<file path="src/rtl/pic_pkg.sv">
// pic_pkg: shared types and helpers for the PIC interrupt sequencer.
//   pic_seq_state_t : INTA handshake states (IDLE, ACK1, GAP, ACK2)
//   PIC_NLVL        : number of interrupt levels
//   pic_lowest_set  : lowest-index set bit of an 8-bit vector, plus a valid flag
package pic_pkg;

    localparam int PIC_NLVL = 8;

    typedef enum logic [1:0] {
        ST_IDLE = 2'd0,
        ST_ACK1 = 2'd1,
        ST_GAP  = 2'd2,
        ST_ACK2 = 2'd3
    } pic_seq_state_t;

    typedef struct packed {
        logic       valid;
        logic [2:0] idx;
    } pic_lowest_t;

    // Scans from the top down so the last hit is the lowest index (highest priority).
    function automatic pic_lowest_t pic_lowest_set(input logic [7:0] v);
        pic_lowest_t r;
        r = '0;
        for (int i = 7; i >= 0; i--) begin
            if (v[i]) begin
                r.valid = 1'b1;
                r.idx   = 3'(i);
            end
        end
        return r;
    endfunction

endpackage

</file>
<file path="src/rtl/pic_priority_resolver.sv">
// pic_priority_resolver: combinational fixed-priority winner (IR0 highest).
// Ports:
//   irr   in  8 : pending requests
//   imr   in  8 : mask, 1 masks the level
//   isr   in  8 : levels currently in service
//   lvl   out 3 : index of the highest-priority unmasked request
//   valid out 1 : winner exists and is strictly above every in-service level
module pic_priority_resolver
    import pic_pkg::*;
(
    input  logic [7:0] irr,
    input  logic [7:0] imr,
    input  logic [7:0] isr,
    output logic [2:0] lvl,
    output logic       valid
);

    pic_lowest_t req_low;
    pic_lowest_t isr_low;

    always_comb begin
        req_low = pic_lowest_set(irr & ~imr);
        isr_low = pic_lowest_set(isr);
        lvl     = req_low.idx;
        // Fully nested: a request may only interrupt lower-priority service.
        valid   = req_low.valid && (!isr_low.valid || (req_low.idx < isr_low.idx));
    end

endmodule

</file>
<file path="src/rtl/pic_int_sequencer.sv">
// pic_int_sequencer: 8259-style interrupt sequencing core.
// Latches IR lines into IRR, resolves fixed priority against IMR/ISR, raises
// intr, runs the two-pulse INTA handshake that drives the vector, and retires
// in-service levels on EOI (specific, non-specific or automatic).
// Ports:
//   clk, rst            : clock, synchronous active-high reset
//   ir[7:0]             : interrupt requests (already synchronous)
//   imr[7:0]            : mask
//   vec_base[4:0]       : vector base (upper five vector bits)
//   ltim, aeoi, init    : level-trigger select, auto-EOI, ICW1 write pulse
//   inta_n              : CPU acknowledge, active-low
//   eoi_cmd/sl/lvl      : EOI pulse, specific select, specific level
//   intr                : interrupt to the CPU
//   dout[7:0], dout_oe  : vector and its bus drive enable
//   irr[7:0], isr[7:0]  : register state for readback
module pic_int_sequencer
    import pic_pkg::*;
#(
    parameter int NLVL = PIC_NLVL
)
(
    input  logic            clk,
    input  logic            rst,
    input  logic [NLVL-1:0] ir,
    input  logic [NLVL-1:0] imr,
    input  logic [4:0]      vec_base,
    input  logic            ltim,
    input  logic            aeoi,
    input  logic            init,
    input  logic            inta_n,
    input  logic            eoi_cmd,
    input  logic            eoi_sl,
    input  logic [2:0]      eoi_lvl,
    output logic            intr,
    output logic [7:0]      dout,
    output logic            dout_oe,
    output logic [NLVL-1:0] irr,
    output logic [NLVL-1:0] isr
);

    pic_seq_state_t  state;
    pic_seq_state_t  state_nxt;
    logic [NLVL-1:0] ir_q;
    logic [NLVL-1:0] irr_nxt;
    logic [NLVL-1:0] isr_nxt;
    logic [2:0]      lvl;
    logic            spur;
    logic            inta_p0;
    logic            inta_p1;
    logic            inta_fall;
    logic            inta_rise;
    logic [2:0]      win_lvl;
    logic            win_valid;
    logic            do_ack1;
    logic            do_ack2;
    logic            do_done;
    logic            intr_nxt;
    pic_lowest_t     isr_low;

    pic_priority_resolver u_resolver (
        .irr   (irr),
        .imr   (imr),
        .isr   (isr),
        .lvl   (win_lvl),
        .valid (win_valid)
    );

    // inta_p0 samples the pin; inta_p1 is the copy edges are detected against.
    always_ff @(posedge clk) begin
        if (rst) begin
            inta_p0 <= 1'b1;
            inta_p1 <= 1'b1;
        end else begin
            inta_p0 <= inta_n;
            inta_p1 <= inta_p0;
        end
    end

    assign inta_fall = inta_p1 & ~inta_p0;
    assign inta_rise = ~inta_p1 & inta_p0;

    // FSM state register; init aborts a handshake just like rst.
    always_ff @(posedge clk) begin
        if (rst || init) begin
            state <= ST_IDLE;
        end else begin
            state <= state_nxt;
        end
    end

    always_comb begin
        state_nxt = state;
        case (state)
            ST_IDLE: if (inta_fall) state_nxt = ST_ACK1;
            ST_ACK1: if (inta_rise) state_nxt = ST_GAP;
            ST_GAP:  if (inta_fall) state_nxt = ST_ACK2;
            ST_ACK2: if (inta_rise) state_nxt = ST_IDLE;
            default: state_nxt = ST_IDLE;
        endcase
    end

    always_comb begin
        do_ack1  = (state == ST_IDLE) && inta_fall;
        do_ack2  = (state == ST_GAP)  && inta_fall;
        do_done  = (state == ST_ACK2) && inta_rise;
        intr_nxt = (state == ST_IDLE) && win_valid && !do_ack1;
    end

    always_comb begin
        irr_nxt = irr;
        if (ltim) begin
            // Level mode tracks the pins, but holds still once an ack is in progress.
            if (state == ST_IDLE) irr_nxt = ir;
        end else begin
            if (do_ack1 && win_valid) irr_nxt[win_lvl] = 1'b0;
            irr_nxt = irr_nxt | (ir & ~ir_q);
        end
    end

    // Clears are taken from the pre-update isr; the ACK1 set is applied last so it wins.
    always_comb begin
        isr_low = pic_lowest_set(isr);
        isr_nxt = isr;
        if (eoi_cmd) begin
            if (eoi_sl) begin
                isr_nxt[eoi_lvl] = 1'b0;
            end else if (isr_low.valid) begin
                isr_nxt[isr_low.idx] = 1'b0;
            end
        end
        if (do_done && aeoi && !spur) isr_nxt[lvl] = 1'b0;
        if (do_ack1 && win_valid)     isr_nxt[win_lvl] = 1'b1;
    end

    always_ff @(posedge clk) begin
        if (rst || init) begin
            ir_q    <= '0;
            irr     <= '0;
            isr     <= '0;
            lvl     <= '0;
            spur    <= 1'b0;
            intr    <= 1'b0;
            dout    <= '0;
            dout_oe <= 1'b0;
        end else begin
            ir_q <= ir;
            irr  <= irr_nxt;
            isr  <= isr_nxt;
            intr <= intr_nxt;
            if (do_ack1) begin
                // No valid winner at the first pulse: answer with level 7.
                lvl  <= win_valid ? win_lvl : 3'd7;
                spur <= !win_valid;
            end
            if (do_ack2) begin
                dout    <= {vec_base, lvl};
                dout_oe <= 1'b1;
            end
            if (do_done) dout_oe <= 1'b0;
        end
    end

endmodule

</file>
<file path="config.mk">
export PLATFORM = sky130hd
export DESIGN_NAME = pic_int_sequencer
export DESIGN_NICKNAME = d
export VERILOG_FILES = /design/src/rtl/pic_pkg.sv /design/src/rtl/pic_priority_resolver.sv /design/src/rtl/pic_int_sequencer.sv
export SDC_FILE = /design/constraint.sdc
export NUM_CORES = 1
export LEC_CHECK = 0
export BUFFER_PORTS_ARGS = -buffer_cell sky130_fd_sc_hd__buf_2
export CAP_MARGIN = 20
export CORE_UTILIZATION = 50
export CTS_CLUSTER_SIZE = 10
export DETAILED_ROUTE_END_ITERATION = 8
export PLACE_DENSITY = 0.84
export SYNTH_ARGS = -nofsm -noshare
export SYNTH_HDL_FRONTEND = slang
export SYNTH_HIERARCHICAL = 1
export SYNTH_SLANG_ARGS = --single-unit
</file>
<file path="constraint.sdc">
create_clock -name clk -period 3.9 [get_ports clk]
set_input_delay 0.585 -clock clk [delete_from_list [all_inputs] [get_ports clk]]
set_output_delay 0.585 -clock clk [all_outputs]
set_load 0.005 [all_outputs]
</file>
== Word level (Yosys, flattened, before mapping) ==
Index checks and enable logic that the tools add are counted.

* Register bits after elaboration: 42
* Bits of input ports: 32
* Output and inout port bits: 26

* Magnitude comparators: 9
* Equal/unequal tests: 8
* Multiplexer cells: 39
* Bitwise operators: 18
* Reduce and logical (&&, ||, !) cells: 22

{| class="wikitable"
|+ Operators by type and width
! cell !! number
|-
| $mux 8 || 9
|-
| $mux 4 || 16
|-
| $and 8x8->8 || 6
|-
| $not 8->8 || 6
|-
| $lt 3x4->1 const B || 4
|-
| $or 8x8->8 || 2
|-
| $logic_and 1x1->1 || 13
|-
| $demux 1 s3 || 4
|-
| $ge 3x1->1 const B || 4
|-
| $mux 2 || 4
|-
| $ne 2x2->1 const B || 4
|-
| $pmux 2 s4 || 1
|-
| $eq 2x2->1 const B || 2
|-
| $logic_not 1->1 || 4
|-
| $mux 1 || 4
|-
| $reduce_and 4->1 || 1
|-
| $lt 3x3->1 || 1
|-
| $mux 3 || 1
|-
| $and 1x1->1 || 2
|-
| $eq 2x1->1 const B || 1
|-
| $logic_not 2->1 || 1
|-
| $logic_or 1x1->1 || 2
|-
| $ne 2x1->1 const B || 1
|-
| $not 1->1 || 2
|-
| $reduce_or 2->1 || 1
|}

== Longest topological paths before layout ==
Gate-level depths: netlist (run 1).

* Word-level depth: 21
* Mapped depth: 12

== Hierarchy ==
Netlist (run 1), hierarchy kept.

{| class="wikitable"
|+ Modules (own cells, without submodules)
! module !! times used !! cells each !! area an instance (um^2) !! sequential area each (um^2)
|-
| pic_int_sequencer || 1 || 240 || 2030.7 || 840.8
|-
| pic_priority_resolver || 1 || 45 || 321.6 || 0.0
|}

== Worst setup path after synthesis (run 1) ==
OpenSTA, ideal clock, no wires.

* Path type: in2reg
* Start: input imr[3]
* End: register irr[4]
* Data arrival time: 3150 ps
* Setup slack: 618 ps
* Stages on the path: 12
* Buffers on the path: 0
* Cells stage by stage: and2b_2 -> a21oi_1 -> nor2b_1 -> nor2b_1 -> ha_1 -> a211o_1 -> nor3_2 -> a2bb2oi_2 -> nand4b_1 -> or2_1 -> o311ai_1 -> a21oi_1

* Elaborated cells between the ends (all ways): 21

{| class="wikitable"
|+ RTL lines
! element !! line !! source
|-
| start, declared || pic_int_sequencer.sv:25 || <nowiki>input logic [NLVL-1:0] imr,</nowiki>
|-
| $not 8->8 || pic_priority_resolver.sv:22 || <nowiki>req_low = pic_lowest_set(irr & ~imr);</nowiki>
|-
| $and 8x8->8 || pic_priority_resolver.sv:22 ||
|-
| $mux 4 (4 in a row) || pic_pkg.sv:26 || <nowiki>if (v[i]) begin</nowiki>
|-
| via win_lvl[2] || pic_int_sequencer.sv:52 || <nowiki>logic [2:0] win_lvl;</nowiki>
|-
| $lt 3x3->1 || pic_priority_resolver.sv:26 || <nowiki>valid = req_low.valid && (!isr_low.valid || (req_low.idx < isr_low.idx));</nowiki>
|-
| $logic_or 1x1->1 || pic_priority_resolver.sv:26 ||
|-
| $logic_and 1x1->1 || pic_priority_resolver.sv:26 ||
|-
| via win_valid || pic_int_sequencer.sv:53 || <nowiki>logic win_valid;</nowiki>
|-
| $logic_and 1x1->1 || pic_int_sequencer.sv:115 || <nowiki>if (do_ack1 && win_valid) irr_nxt[win_lvl] = 1'b0;</nowiki>
|-
| $mux 8 || pic_int_sequencer.sv:115 ||
|-
| $mux 8 || pic_int_sequencer.sv:111 || <nowiki>if (ltim) begin</nowiki>
|-
| $or 8x8->8 || pic_int_sequencer.sv:116 || <nowiki>irr_nxt = irr_nxt | (ir & ~ir_q);</nowiki>
|-
| $mux 8 || pic_int_sequencer.sv:111 ||
|-
| end signal, assigned || pic_int_sequencer.sv:147 || <nowiki>irr <= irr_nxt;</nowiki>
|-
| end, declared || pic_int_sequencer.sv:37 || <nowiki>output logic [NLVL-1:0] irr,</nowiki>
|}

The timed path passes the listed nets, and every way through them passes these cells. The select of a mux whose other input is x is not followed.
A chain may end at the register's enable or synchronous reset.

== Worst setup path after layout (run 1) ==
Ends and elaborated chain as after synthesis.

==> impl_metrics.prom, run 1 <==
# TYPE chip_impl_metric gauge
chip_impl_info{name="result_of_the_run",value="finished, violations left"} 1
chip_impl_info{name="violations_in_the_final_reports",value="DRC"} 1
chip_impl_metric{name="cts_resized",unit=""} 0
chip_impl_metric{name="power.ir.vdd_worst",unit="V"} 0.000275
chip_impl_metric{name="layout-drive-gt1-share",unit=""} 0.244
chip_impl_metric{name="clock-sinks",unit=""} 42
chip_impl_info{name="cts_tree",value="done"} 1
chip_impl_info{name="startpoint_type_of_the_worst_setup_path",value="input pin"} 1
chip_impl_metric{name="setup_viol",unit=""} 0
chip_impl_metric{name="cap_viol_max_count",unit=""} 0
chip_impl_metric{name="critPathArrivalTime",unit="ns"} 3.41
chip_impl_metric{name="synthesis.instances",unit=""} 285
chip_impl_metric{name="postLayoutCoreUtil",unit=""} 0.619
chip_impl_metric{name="floorplan.initialDensity",unit=""} 0.529
chip_impl_metric{name="via_count",unit=""} 2260
chip_impl_info{name="path_class",value="input pin to register"} 1
chip_impl_metric{name="power-per-cell-area",unit="nW/µm²"} 339
chip_impl_metric{name="syn-cell-area",unit="µm²"} 2350
chip_impl_metric{name="clock_tree.buffer_depth",unit=""} 2
chip_impl_metric{name="synth-seq-area-share",unit=""} 0.357
chip_impl_metric{name="postCtsSetupRepairBufs",unit=""} 0
chip_impl_metric{name="filler_cells_inserted",unit=""} 410
chip_impl_info{name="hold_path_class",value="register to register"} 1
chip_impl_metric{name="grt_antenna_before_repair",unit=""} 0
chip_impl_metric{name="antenna_cells_inserted",unit=""} 0
chip_impl_metric{name="overflow",unit=""} 0
chip_impl_metric{name="fin_worst_hold_slack",unit="ns"} 0.456
chip_impl_info{name="crit_path_end_kind",value="register"} 1
chip_impl_info{name="synth_largest_area_cell",value="sky130_fd_sc_hd__dfxtp_1"} 1
chip_impl_metric{name="syn_to_layout_area_delta",unit="%"} 17.0
chip_impl_metric{name="min_period_over_period",unit=""} 0.837
chip_impl_metric{name="worst_clock_skew",unit="ns"} 0.00826
chip_impl_metric{name="dieArea",unit="µm²"} 4980
chip_impl_metric{name="timing_max_transition_violations_final",unit=""} 0
chip_impl_info{name="ys_dominant_reg_cell",value="sky130_fd_sc_hd__dfxtp_1"} 1
chip_impl_metric{name="clkSlewWorstSetupHoldPaths",unit="ns"} 0.09
chip_impl_metric{name="mappedNetlistNets",unit=""} 323
chip_impl_info{name="worst_path_dominant_cell_family",value="simple AND/OR/NAND/NOR gates"} 1
chip_impl_metric{name="routed_wirelength",unit="mm"} 5.56
chip_impl_metric{name="clock_insertion_delay_worst_skew",unit="ns"} 0.30
chip_impl_metric{name="postCtsHoldBufs",unit=""} 0
chip_impl_info{name="clk_root_buffer_cell",value="sky130_fd_sc_hd__clkbuf_8"} 1
chip_impl_metric{name="worst_path_largest_cell_delay",unit="ns"} 0.39
chip_impl_metric{name="vias_per_cell",unit=""} 5.77
chip_impl_metric{name="synth-edff-count",unit=""} 0
chip_impl_metric{name="worst_ep_required_time",unit="ns"} 4.05
chip_impl_metric{name="wire_length_of_the_first_global_routing_pass",unit="mm"} 9.38
chip_impl_metric{name="critical_path.max_fanout",unit=""} 6
chip_impl_metric{name="ant_nets",unit=""} 0
chip_impl_metric{name="ys_types",unit=""} 55
chip_impl_metric{name="grt_start_max_net_pins",unit=""} 26
chip_impl_metric{name="max_freq",unit="MHz"} 306
chip_impl_metric{name="placeableCoreArea",unit="µm²"} 4440
chip_impl_metric{name="cts_buffers",unit=""} 5
chip_impl_info{name="synthTopCellsByArea",value="sky130_fd_sc_hd__dfxtp_1 36%, sky130_fd_sc_hd__a21oi_1 5.5%, sky130_fd_sc_hd__nand2_1 4.5%"} 1
chip_impl_metric{name="timing.final.crit_period",unit="ns"} 3.26
chip_impl_info{name="crit_path_cell_trace",value="buf_2 -> and2b_2 -> a21oi_1 -> nor2b_1 -> nor2b_1 -> ha_1 -> a211o_1 -> nor3_2 -> a2bb2oi_2 -> nand4b_1 -> or2_1 -> o311ai_1 -> a21oi_1"} 1
chip_impl_metric{name="hpwl",unit="mm"} 4.01
chip_impl_metric{name="drcViolationCount",unit=""} 8
chip_impl_metric{name="gr-usage-all-layers",unit=""} 0.235
chip_impl_metric{name="timing_worst_slew_pin_value",unit="ns"} 1.03
chip_impl_metric{name="totalNegativeSetupSlack",unit="ns"} 0
chip_impl_metric{name="detailedPlace.worstSlack",unit="ns"} 0.348
chip_impl_metric{name="critical_path.n_buffers_inverters",unit=""} 1
chip_impl_metric{name="drt-wirelength-per-cell",unit="µm"} 14.2
chip_impl_metric{name="first_global_vias",unit=""} 2099
chip_impl_metric{name="boundaryPins",unit=""} 58
chip_impl_metric{name="ys_seq_elements",unit=""} 42
chip_impl_metric{name="finalNetCount",unit=""} 377
chip_impl_metric{name="chipWidth",unit="µm"} 70.6
chip_impl_info{name="grt_setup_unrepaired",value="false"} 1
chip_impl_metric{name="port_buffers",unit=""} 57
chip_impl_metric{name="synthArstFlopShare",unit=""} 0
chip_impl_metric{name="count_of_standard_cell_rows",unit=""} 24
chip_impl_metric{name="layout_setup_ws",unit="ns"} 0.636
chip_impl_metric{name="slew-limit-headroom",unit=""} 0.308
chip_impl_metric{name="syn_area_per_cell",unit="µm²"} 8.25
chip_impl_metric{name="cts.htree.levels",unit=""} 2
chip_impl_metric{name="first_pass_iters",unit=""} 6
chip_impl_metric{name="p_leak",unit="nW"} 1.16
chip_impl_metric{name="count_of_routing_violations_after_the_opening_detailed_route_iteration",unit=""} 127
chip_impl_metric{name="hold_viol",unit=""} 0
chip_impl_metric{name="die-height",unit="µm"} 70.6
chip_impl_metric{name="yosys.area.top_type_share",unit=""} 0.357
chip_impl_info{name="crit_path_top_delay_cell",value="sky130_fd_sc_hd__nor2b_1"} 1
chip_impl_metric{name="synth-warning-count",unit=""} 6
chip_impl_metric{name="gp_congestion",unit=""} 0.858
[where the power goes]
part,leakage (nW),internal [W],total [W],switching [W]
clock network,0.0585,0.000192,0.000349,0.000157
logic,0.757,0.0000566,0.000130,0.0000731
registers,0.342,0.000440,0.000453,0.0000129
total,1.16,0.000689,0.000932,0.000243
[cell type report]
type,count,area [µm²],share of cell area
flip-flops and latches,42,841,0.305
multi-input cells,214,1370,0.499
well taps,52,65.1,0.0236
clock inverters,3,43.8,0.0159
clock buffers,5,68.8,0.0250
inverters,18,67.6,0.0245
repair buffers,58,293,0.106
[tightest hold or removal path, cell delays in order (launching register included)]
cell and delay, ns:
sky130_fd_sc_hd__dfxtp_1 0.31, sky130_fd_sc_hd__nand2_1 0.05, sky130_fd_sc_hd__a21oi_1 0.05
[through the flow]
stage                     instances  power, W  area, µm²
final                           392  0.000932       2750
after global routing            392  0.000971       2750
after CTS                       392  0.000934       2750
after detailed placement        384  0.000591       2640
after global placement          384  0.000587       2640
after floorplan                 285  0.000548       2350
[synthesized netlist by cell type (all sizes together), types with 2 or more instances]
cell and n:
dfxtp 42, nand2 28, a21oi 26, nor2 22, o21ai 19, inv 18, nand3 15, nand2b 12
and2 8, clkbuf 6, ha 6, mux2i 6, or2 6, a221oi 5, buf 5, nor2b 5
nor3 5, o31ai 5, nand3b 4, a311oi 3, o21a 3, o22ai 3, o311ai 3, a211oi 2
a2bb2oi 2, a31oi 2, nand4b 2, nor4 2, nor4bb 2, o2111ai 2, o311a 2, or4 2
[path summary, 6_finish.rpt]
path / start / end / slack (ns) / cells past startpoint
setup / recovery: imr[3] / irr[4] / 0.64 / 13
hold / removal: dout[1] / dout[1] / 0.46 / 2
setup reg to reg: irr[3] / irr[4] / 0.65 / 12
hold reg to reg: dout[1] / dout[1] / 0.46 / 2
[routing by layer]
layer,wire (µm),GRT usage,vias up,share of wire
li1,-,-,1134,-
met1,2560,0.297,1055,0.46
met2,2630,0.401,66,0.47
met3,313,0.0484,5,0.056
met4,61,0.0844,0,0.011
met5,0,0,-,0
[logic make-up (layout without fill, tap and decap cells)]
kind of cell | after synthesis | in the layout | synth area share
compound gates | 83 | 83 | 0.238
fa+ha+maj | 6 | 6 | 0.0319
buf+inv | 29 | 84 | 0.0585
flops | 42 | 42 | 0.357
mux | 6 | 6 | 0.0255
simple gates | 119 | 119 | 0.289
[registers in the layout (all words and copies together) (netlist names)]
name     count
dout         8
dout_oe      1
inta_p0      1
inta_p1      1
intr         1
ir_q         8
irr          8
isr          8
lvl          3
spur         1
state        2
[layout by cell type, fill, tap and decap left out, types with 5 or more instances in the layout]
cell / instances
sky130_fd_sc_hd__clkbuf_8: 5
sky130_fd_sc_hd__nand2b_1: 8
sky130_fd_sc_hd__buf_2: 57
sky130_fd_sc_hd__o21ai_1: 8
sky130_fd_sc_hd__nand2_1: 28
sky130_fd_sc_hd__nor2_1: 22
sky130_fd_sc_hd__and2_1: 8
sky130_fd_sc_hd__ha_1: 6
sky130_fd_sc_hd__a221oi_1: 5
sky130_fd_sc_hd__mux2i_1: 6
sky130_fd_sc_hd__nand3_1: 14
sky130_fd_sc_hd__o21ai_0: 11
sky130_fd_sc_hd__dfxtp_1: 42
sky130_fd_sc_hd__inv_1: 18
sky130_fd_sc_hd__o31ai_1: 5
sky130_fd_sc_hd__a21oi_1: 26
Power figures use the tool's default switching activity.
==> run 2, diff against run 1 <==
Settings changed: CORE_UTILIZATION 50 to 48.
Clock period 3.9 ns to 2.65 ns, I/O delays scaled along.
==> run 2 against run 1 <==
The run ends with setup timing left. Critical path depth fell by 1. Largest power group unchanged. Setup slack got worse by 0.72 ns. Largest cell class unchanged. Sequential cell count did not move. Clock power rose by 48%. Utilization rose by 3.8 points. Combinational power rose by 100%. Sequential power rose by 46%. Highest routed layer unchanged. Clock skew rose by 0.0017 ns.
==> impl_metrics.prom, run 2 (synthesized netlist as in run 1, its figures left out) <==
# TYPE chip_impl_metric gauge
chip_impl_info{name="result_of_the_run",value="finished, violations left"} 1
chip_impl_info{name="violations_in_the_final_reports",value="setup timing"} 1
chip_impl_metric{name="final_design_area_no_fill",unit="µm²"} 3100
chip_impl_metric{name="dieArea",unit="µm²"} 5180
chip_impl_metric{name="grt_start_max_net_pins",unit=""} 26
chip_impl_metric{name="critPathArrivalTime",unit="ns"} 2.88
chip_impl_metric{name="layout-drive-gt1-share",unit=""} 0.353
chip_impl_info{name="crit_path_end_kind",value="register"} 1
chip_impl_metric{name="postLayoutCoreUtil",unit=""} 0.657
chip_impl_info{name="path_class",value="register to register"} 1
chip_impl_info{name="cts_tree",value="done"} 1
chip_impl_metric{name="port_buffers",unit=""} 57
chip_impl_metric{name="worst_ep_required_time",unit="ns"} 2.80
chip_impl_metric{name="antenna_cells_inserted",unit=""} 0
chip_impl_metric{name="layout_setup_ws",unit="ns"} -0.0825
chip_impl_metric{name="power-per-cell-area",unit="nW/µm²"} 465
chip_impl_info{name="r2r_start",value="irr[3]"} 1
chip_impl_info{name="critical_path.startpoint",value="irr[3]"} 1
chip_impl_metric{name="overflow",unit=""} 0
chip_impl_metric{name="drcViolationCount",unit=""} 0
chip_impl_metric{name="vias_per_cell",unit=""} 5.64
chip_impl_metric{name="worst_clock_skew",unit="ns"} 0.00994
chip_impl_metric{name="clock_insertion_delay_worst_skew",unit="ns"} 0.30
chip_impl_metric{name="clkSlewWorstSetupHoldPaths",unit="ns"} 0.08
chip_impl_info{name="hold_path_class",value="input pin to register"} 1
chip_impl_metric{name="boundaryPins",unit=""} 58
chip_impl_metric{name="cap_viol_max_count",unit=""} 0
chip_impl_metric{name="finalNetCount",unit=""} 408
chip_impl_metric{name="gr-usage-all-layers",unit=""} 0.254
chip_impl_info{name="reg2reg_to",value="irr[4]"} 1
chip_impl_metric{name="clock-sinks",unit=""} 42
chip_impl_metric{name="hold_viol",unit=""} 0
chip_impl_info{name="layout.cells.most_common_list",value="57 x sky130_fd_sc_hd__buf_2, 41 x sky130_fd_sc_hd__dfxtp_1, 32 x sky130_fd_sc_hd__buf_4, 27 x sky130_fd_sc_hd__nand2_1, 24 x sky130_fd_sc_hd__a21oi_1"} 1
chip_impl_metric{name="first_global_vias",unit=""} 2208
chip_impl_metric{name="power.ir.vdd_worst",unit="V"} 0.000310
chip_impl_metric{name="fin_cells",unit=""} 438
chip_impl_metric{name="max_freq",unit="MHz"} 366
chip_impl_metric{name="gp_congestion",unit=""} 0.861
chip_impl_metric{name="first_pass_iters",unit=""} 5
chip_impl_metric{name="ant_nets",unit=""} 0
chip_impl_metric{name="chipWidth",unit="µm"} 72.0
chip_impl_metric{name="critical_path.max_fanout",unit=""} 4
chip_impl_metric{name="placeableCoreArea",unit="µm²"} 4720
chip_impl_metric{name="hpwl",unit="mm"} 4.55
chip_impl_metric{name="clock_tree.buffer_depth",unit=""} 2
chip_impl_info{name="grt_setup_unrepaired",value="true"} 1
chip_impl_metric{name="floorplan.initialDensity",unit=""} 0.498
chip_impl_metric{name="postCtsHoldBufs",unit=""} 0
chip_impl_metric{name="die-height",unit="µm"} 72.0
chip_impl_metric{name="slew-limit-headroom",unit=""} 0.358
chip_impl_metric{name="dpl.cell_count",unit=""} 425
chip_impl_metric{name="timing_worst_slew_pin_value",unit="ns"} 0.964
chip_impl_metric{name="count_of_routing_violations_after_the_opening_detailed_route_iteration",unit=""} 183
chip_impl_metric{name="setup_viol",unit=""} 6
chip_impl_metric{name="timing.final.crit_period",unit="ns"} 2.73
chip_impl_metric{name="worst-r2r-cell-count",unit=""} 12
chip_impl_metric{name="cts_buffers",unit=""} 5
chip_impl_metric{name="wire_length_of_the_first_global_routing_pass",unit="mm"} 10.4
chip_impl_metric{name="p_leak",unit="nW"} 1.33
chip_impl_metric{name="min_period_over_period",unit=""} 1.03
chip_impl_metric{name="count_of_standard_cell_rows",unit=""} 25
chip_impl_metric{name="cts.htree.levels",unit=""} 2
chip_impl_metric{name="timing_max_transition_violations_final",unit=""} 0
chip_impl_metric{name="routed_wirelength",unit="mm"} 6.41
chip_impl_metric{name="filler_cells_inserted",unit=""} 397
chip_impl_info{name="startpoint_type_of_the_worst_setup_path",value="register"} 1
chip_impl_info{name="clk_root_buffer_cell",value="sky130_fd_sc_hd__clkbuf_8"} 1
chip_impl_metric{name="r2r_setup_slack",unit="ns"} -0.08
chip_impl_metric{name="via_count",unit=""} 2470
chip_impl_info{name="final_common_cell",value="sky130_fd_sc_hd__buf_2"} 1
chip_impl_metric{name="grt_antenna_before_repair",unit=""} 0
chip_impl_metric{name="syn_to_layout_area_delta",unit="%"} 32.0
chip_impl_metric{name="area_of_placed_instances",unit="µm²"} 2890
chip_impl_metric{name="drt-wirelength-per-cell",unit="µm"} 14.6
chip_impl_info{name="critPathCapture",value="irr[4]"} 1
==> run 2: changes by cell type in the layout (fill, tap and decap cells not counted), moves of 2 or more <==
cell	previous run	this run
sky130_fd_sc_hd__a21oi_1	26	24
sky130_fd_sc_hd__nor2b_1	4	2
sky130_fd_sc_hd__clkinvlp_4	0	2
sky130_fd_sc_hd__buf_4	1	32
sky130_fd_sc_hd__nor2b_4	1	3
sky130_fd_sc_hd__a221oi_1	5	3
sky130_fd_sc_hd__a21oi_2	0	2
sky130_fd_sc_hd__o21ai_0	11	9
sky130_fd_sc_hd__a221oi_2	0	2
sky130_fd_sc_hd__o21ai_2	0	2
==> run 2: routing by layer <==
metal  up-vias  routed length, µm  global-route usage
li1       1195                  -                   -
met4         0                106              0.0915
met1      1166               2790               0.324
met3        12                383              0.0458
met2        97               3130               0.431
met5         -                  0                   0
==> run 2: through the flow <==
step	hold WS, ns	setup slack, ns	power (W)	setup TNS (ns)
6_report	0.283	-0.0825	0.00144	-0.165
5_1_grt	0.286	-0.199	0.00149	-1.73
4_1_cts	0.277	-0.000595	0.00143	-0.000595
3_5_place_dp	0.444	-0.254	0.000910	-1.28
3_3_place_gp	0.439	-0.142	0.000902	-0.392
2_1_floorplan	0.449	-0.149	0.000815	-0.343
==> run 2: repair_timing <==
item	4_1_cts	5_1_grt
gates cloned	0	0
endpoints found under the setup margin	3	14
pin swaps	1	4
gates resized for setup	7	7
setup buffers	0	5
==> run 2: worst min-delay path by stage <==
stage | slack (ns) | start | to | cells past startpoint
after floorplan | 0.45 | dout[6] | dout[6] | 2
after global placement | 0.44 | dout[6] | dout[6] | 2
after detailed placement | 0.44 | dout[4] | dout[4] | 2
after CTS | 0.28 | inta_n | inta_p0 | 2
after global routing | 0.29 | inta_n | inta_p0 | 2
final | 0.28 | inta_n | inta_p0 | 2
==> run 2: cell type report <==
| type | instances | area (µm²) | share of cell area |
|---|---|---|---|
| clock inverters | 3 | 45.0 | 0.0145 |
| flip-flops and latches | 42 | 842 | 0.271 |
| clock buffers | 5 | 68.8 | 0.0222 |
| inverters | 18 | 67.6 | 0.0218 |
| repair buffers | 89 | 526 | 0.169 |
| multi-input cells | 214 | 1470 | 0.474 |
| well taps | 67 | 83.8 | 0.0270 |
==> run 2: power breakdown <==
part | switching [W] | internal, W | total (W)
Sequential | 0.0000148 | 0.000648 | 0.000663
Clock | 0.000236 | 0.000280 | 0.000516
Combinational | 0.000139 | 0.000124 | 0.000263
Total | 0.000389 | 0.00105 | 0.00144
==> run 2: worst max-delay path, cell delays in order, from the launching register on <==
cell and delay, ns:
sky130_fd_sc_hd__dfxtp_2 0.33, sky130_fd_sc_hd__and2b_2 0.20, sky130_fd_sc_hd__a21oi_2 0.12, sky130_fd_sc_hd__nor2b_4 0.17
sky130_fd_sc_hd__nor2b_4 0.19, sky130_fd_sc_hd__ha_4 0.22, sky130_fd_sc_hd__a211o_1 0.26, sky130_fd_sc_hd__nor3_2 0.14
sky130_fd_sc_hd__a2bb2oi_2 0.18, sky130_fd_sc_hd__nand4b_1 0.14, sky130_fd_sc_hd__or2_4 0.30, sky130_fd_sc_hd__o311ai_2 0.24
sky130_fd_sc_hd__a21oi_1 0.10
==> run 3, diff against run 2 <==
Settings changed: CTS_BUF_LIST set to sky130_fd_sc_hd__clkbuf_8 sky130_fd_sc_hd__clkbuf_16, REMOVE_ABC_BUFFERS set to 1.
==> run 3 against run 2 <==
The flow still finishes with violations (setup timing). Design area down 0.28%. Worst hold slack lost 0.0019 ns. Critical path depth rose by 1. Clock skew decreased by 0.0021 ns. Non-clock buffer count up 4. Die area did not move. Setup slack worse by 0.047 ns. Fmax shrank 1.7%. Clock power fell by 17%. Cell count grew 0.91%. Global-route usage rose by 1.5 points. Sequential power hardly changed.
==> impl_metrics.prom, run 3 (synthesized netlist as in run 1, its figures left out) <==
# TYPE chip_impl_metric gauge
chip_impl_info{name="result_of_the_run",value="finished, violations left"} 1
chip_impl_info{name="violations_in_the_final_reports",value="setup timing"} 1
chip_impl_metric{name="drcViolationCount",unit=""} 0
chip_impl_metric{name="count_of_standard_cell_rows",unit=""} 25
chip_impl_metric{name="timing.final.crit_period",unit="ns"} 2.78
chip_impl_metric{name="grt_start_max_net_pins",unit=""} 26
chip_impl_metric{name="gr-usage-all-layers",unit=""} 0.269
chip_impl_metric{name="layout_setup_ws",unit="ns"} -0.129
chip_impl_metric{name="worst_ep_required_time",unit="ns"} 2.79
chip_impl_metric{name="cts_buffers",unit=""} 5
chip_impl_metric{name="die-height",unit="µm"} 72.0
chip_impl_info{name="startpoint_type_of_the_worst_setup_path",value="register"} 1
chip_impl_metric{name="placeableCoreArea",unit="µm²"} 4720
chip_impl_metric{name="worst-r2r-cell-count",unit=""} 13
chip_impl_metric{name="vias_per_cell",unit=""} 5.59
chip_impl_metric{name="worst_clock_skew",unit="ns"} 0.00786
chip_impl_metric{name="chipWidth",unit="µm"} 72.0
chip_impl_metric{name="power.net_switching",unit="W"} 0.000398
chip_impl_metric{name="clock_insertion_delay_worst_skew",unit="ns"} 0.30
chip_impl_metric{name="wire_length_of_the_first_global_routing_pass",unit="mm"} 10.9
chip_impl_metric{name="port_buffers",unit=""} 57
chip_impl_metric{name="seq_power_share",unit=""} 0.487
chip_impl_info{name="layout.cells.most_common_list",value="57 x sky130_fd_sc_hd__buf_2, 40 x sky130_fd_sc_hd__dfxtp_1, 36 x sky130_fd_sc_hd__buf_4, 27 x sky130_fd_sc_hd__nand2_1, 24 x sky130_fd_sc_hd__a21oi_1"} 1
chip_impl_metric{name="routed_wirelength",unit="mm"} 6.67
chip_impl_info{name="critPathCapture",value="irr[4]"} 1
chip_impl_metric{name="timing_worst_slew_pin_value",unit="ns"} 0.933
chip_impl_metric{name="min_period_over_period",unit=""} 1.05
chip_impl_info{name="reg2reg_to",value="irr[4]"} 1
chip_impl_info{name="grt_setup_unrepaired",value="true"} 1
chip_impl_metric{name="cap_viol_max_count",unit=""} 0
chip_impl_metric{name="finalNetCount",unit=""} 412
chip_impl_metric{name="critical_path.max_fanout",unit=""} 4
chip_impl_metric{name="first_pass_iters",unit=""} 5
chip_impl_metric{name="cellInternalPower",unit="W"} 0.000962
chip_impl_info{name="final_common_cell",value="sky130_fd_sc_hd__buf_2"} 1
chip_impl_metric{name="syn_to_layout_area_delta",unit="%"} 31.6
chip_impl_metric{name="antenna_cells_inserted",unit=""} 0
chip_impl_info{name="path_class",value="register to register"} 1
chip_impl_metric{name="postCtsHoldBufs",unit=""} 0
chip_impl_info{name="r2r_start",value="irr[3]"} 1
chip_impl_metric{name="max_freq",unit="MHz"} 360
chip_impl_metric{name="via_count",unit=""} 2469
chip_impl_metric{name="floorplan.initialDensity",unit=""} 0.498
chip_impl_metric{name="power_switching_share",unit=""} 0.292
chip_impl_metric{name="multi_input_comb_area",unit="µm²"} 1450
chip_impl_info{name="cts_tree",value="done"} 1
chip_impl_metric{name="drt-wirelength-per-cell",unit="µm"} 15.1
chip_impl_metric{name="power.share.clock",unit=""} 0.316
chip_impl_info{name="critical_path.startpoint",value="irr[3]"} 1
chip_impl_metric{name="seq_area",unit="µm²"} 843
chip_impl_metric{name="boundaryPins",unit=""} 58
chip_impl_metric{name="critPathArrivalTime",unit="ns"} 2.92
chip_impl_metric{name="count_of_routing_violations_after_the_opening_detailed_route_iteration",unit=""} 135
chip_impl_metric{name="power.share.combinational",unit=""} 0.197
chip_impl_metric{name="p_leak",unit="nW"} 1.34
chip_impl_metric{name="layout-drive-gt1-share",unit=""} 0.357
chip_impl_metric{name="gp_congestion",unit=""} 0.882
chip_impl_metric{name="grt_antenna_before_repair",unit=""} 0
chip_impl_metric{name="cts.htree.levels",unit=""} 2
chip_impl_metric{name="slew-limit-headroom",unit=""} 0.378
chip_impl_metric{name="dieArea",unit="µm²"} 5180
chip_impl_metric{name="clock-sinks",unit=""} 42
chip_impl_metric{name="power.ir.vdd_worst",unit="V"} 0.000258
chip_impl_metric{name="overflow",unit=""} 0
chip_impl_info{name="crit_path_end_kind",value="register"} 1
chip_impl_info{name="hold_path_class",value="input pin to register"} 1
chip_impl_metric{name="ant_nets",unit=""} 0
chip_impl_metric{name="hold_viol",unit=""} 0
chip_impl_metric{name="power-per-cell-area",unit="nW/µm²"} 439
chip_impl_metric{name="setup_viol",unit=""} 12
chip_impl_metric{name="hpwl",unit="mm"} 4.56
chip_impl_metric{name="clkSlewWorstSetupHoldPaths",unit="ns"} 0.08
chip_impl_metric{name="r2r_setup_slack",unit="ns"} -0.13
chip_impl_metric{name="filler_cells_inserted",unit=""} 381
chip_impl_metric{name="timing_max_transition_violations_final",unit=""} 0
chip_impl_info{name="min_from",value="inta_n"} 1
chip_impl_metric{name="clock_tree.buffer_depth",unit=""} 2
chip_impl_metric{name="fin_worst_hold_slack",unit="ns"} 0.281
chip_impl_info{name="clk_root_buffer_cell",value="sky130_fd_sc_hd__clkbuf_8"} 1
chip_impl_metric{name="first_global_vias",unit=""} 2437
chip_impl_metric{name="totalPowerFinal",unit="W"} 0.00136
==> run 3: final cells by class <==
type / instances / share of cell area
multi-input cells: 214 / 0.469
inverters: 18 / 0.0218
clock buffers: 5 / 0.0222
well taps: 67 / 0.0271
flip-flops and latches: 42 / 0.272
repair buffers: 93 / 0.179
clock inverters: 3 / 0.00768
==> run 3: per-layer routing <==
layer	global-route usage	vias up	share of wire
met3	0.0431	19	0.040
met5	0	-	0
li1	-	1203	-
met4	0.131	0	0.035
met2	0.465	95	0.50
met1	0.325	1152	0.43
==> run 3: critical path: stages (launching register included) <==
cell and delay [ns]:
sky130_fd_sc_hd__dfxtp_2 0.33, sky130_fd_sc_hd__and2b_2 0.17, sky130_fd_sc_hd__a21oi_2 0.05, sky130_fd_sc_hd__buf_4 0.13, sky130_fd_sc_hd__buf_4 0.12, sky130_fd_sc_hd__a21oi_2 0.17, sky130_fd_sc_hd__ha_2 0.30, sky130_fd_sc_hd__o21a_1 0.18
sky130_fd_sc_hd__o22ai_1 0.18, sky130_fd_sc_hd__a2bb2oi_2 0.19, sky130_fd_sc_hd__nand4b_1 0.17, sky130_fd_sc_hd__or2_4 0.31, sky130_fd_sc_hd__o311ai_2 0.23, sky130_fd_sc_hd__a21oi_1 0.11
==> run 3: worst min-delay path by stage <==
stage | endpoint | slack, ns | cells after the start
finish | inta_p0 | 0.28 | 2
global route | inta_p0 | 0.29 | 2
CTS | inta_p0 | 0.28 | 2
detailed placement | dout[6] | 0.45 | 2
global placement | dout[4] | 0.44 | 2
floorplan | dout[0] | 0.45 | 2
==> run 3: power by group through the flow <==
stage | logic [W] | clock network (W) | registers [W]
3_3_place_gp | 0.000218 | 0 | 0.000675
2_1_floorplan | 0.000116 | 0 | 0.000678
6_report | 0.000267 | 0.000430 | 0.000662
4_1_cts | 0.000244 | 0.000440 | 0.000662
3_5_place_dp | 0.000225 | 0 | 0.000676
5_1_grt | 0.000290 | 0.000460 | 0.000665
==> run 3: timing repair <==
| item | CTS | global route |
|---|---|---|
| pin swaps | 7 | 5 |
| resized for setup | 17 | 4 |
| setup buffers | 2 | 2 |
| endpoints found under the setup margin | 17 | 17 |
==> run 3: per-stage QoR <==
| step | worst slack, ns | instances | area, µm² | TNS, ns | util |
|---|---|---|---|---|---|
| floorplan | -0.471 | 274 | 2280 | -2.78 | - |
| CTS | -0.0461 | 440 | 3060 | -0.0750 | 0.648 |
| finish | -0.129 | 442 | 3100 | -0.763 | 0.655 |
| global route | -0.234 | 442 | 3100 | -2.63 | 0.655 |
| detailed placement | -0.485 | 430 | 2890 | -4.71 | 0.612 |
| global placement | -0.358 | 430 | 2890 | -3.01 | 0.612 |
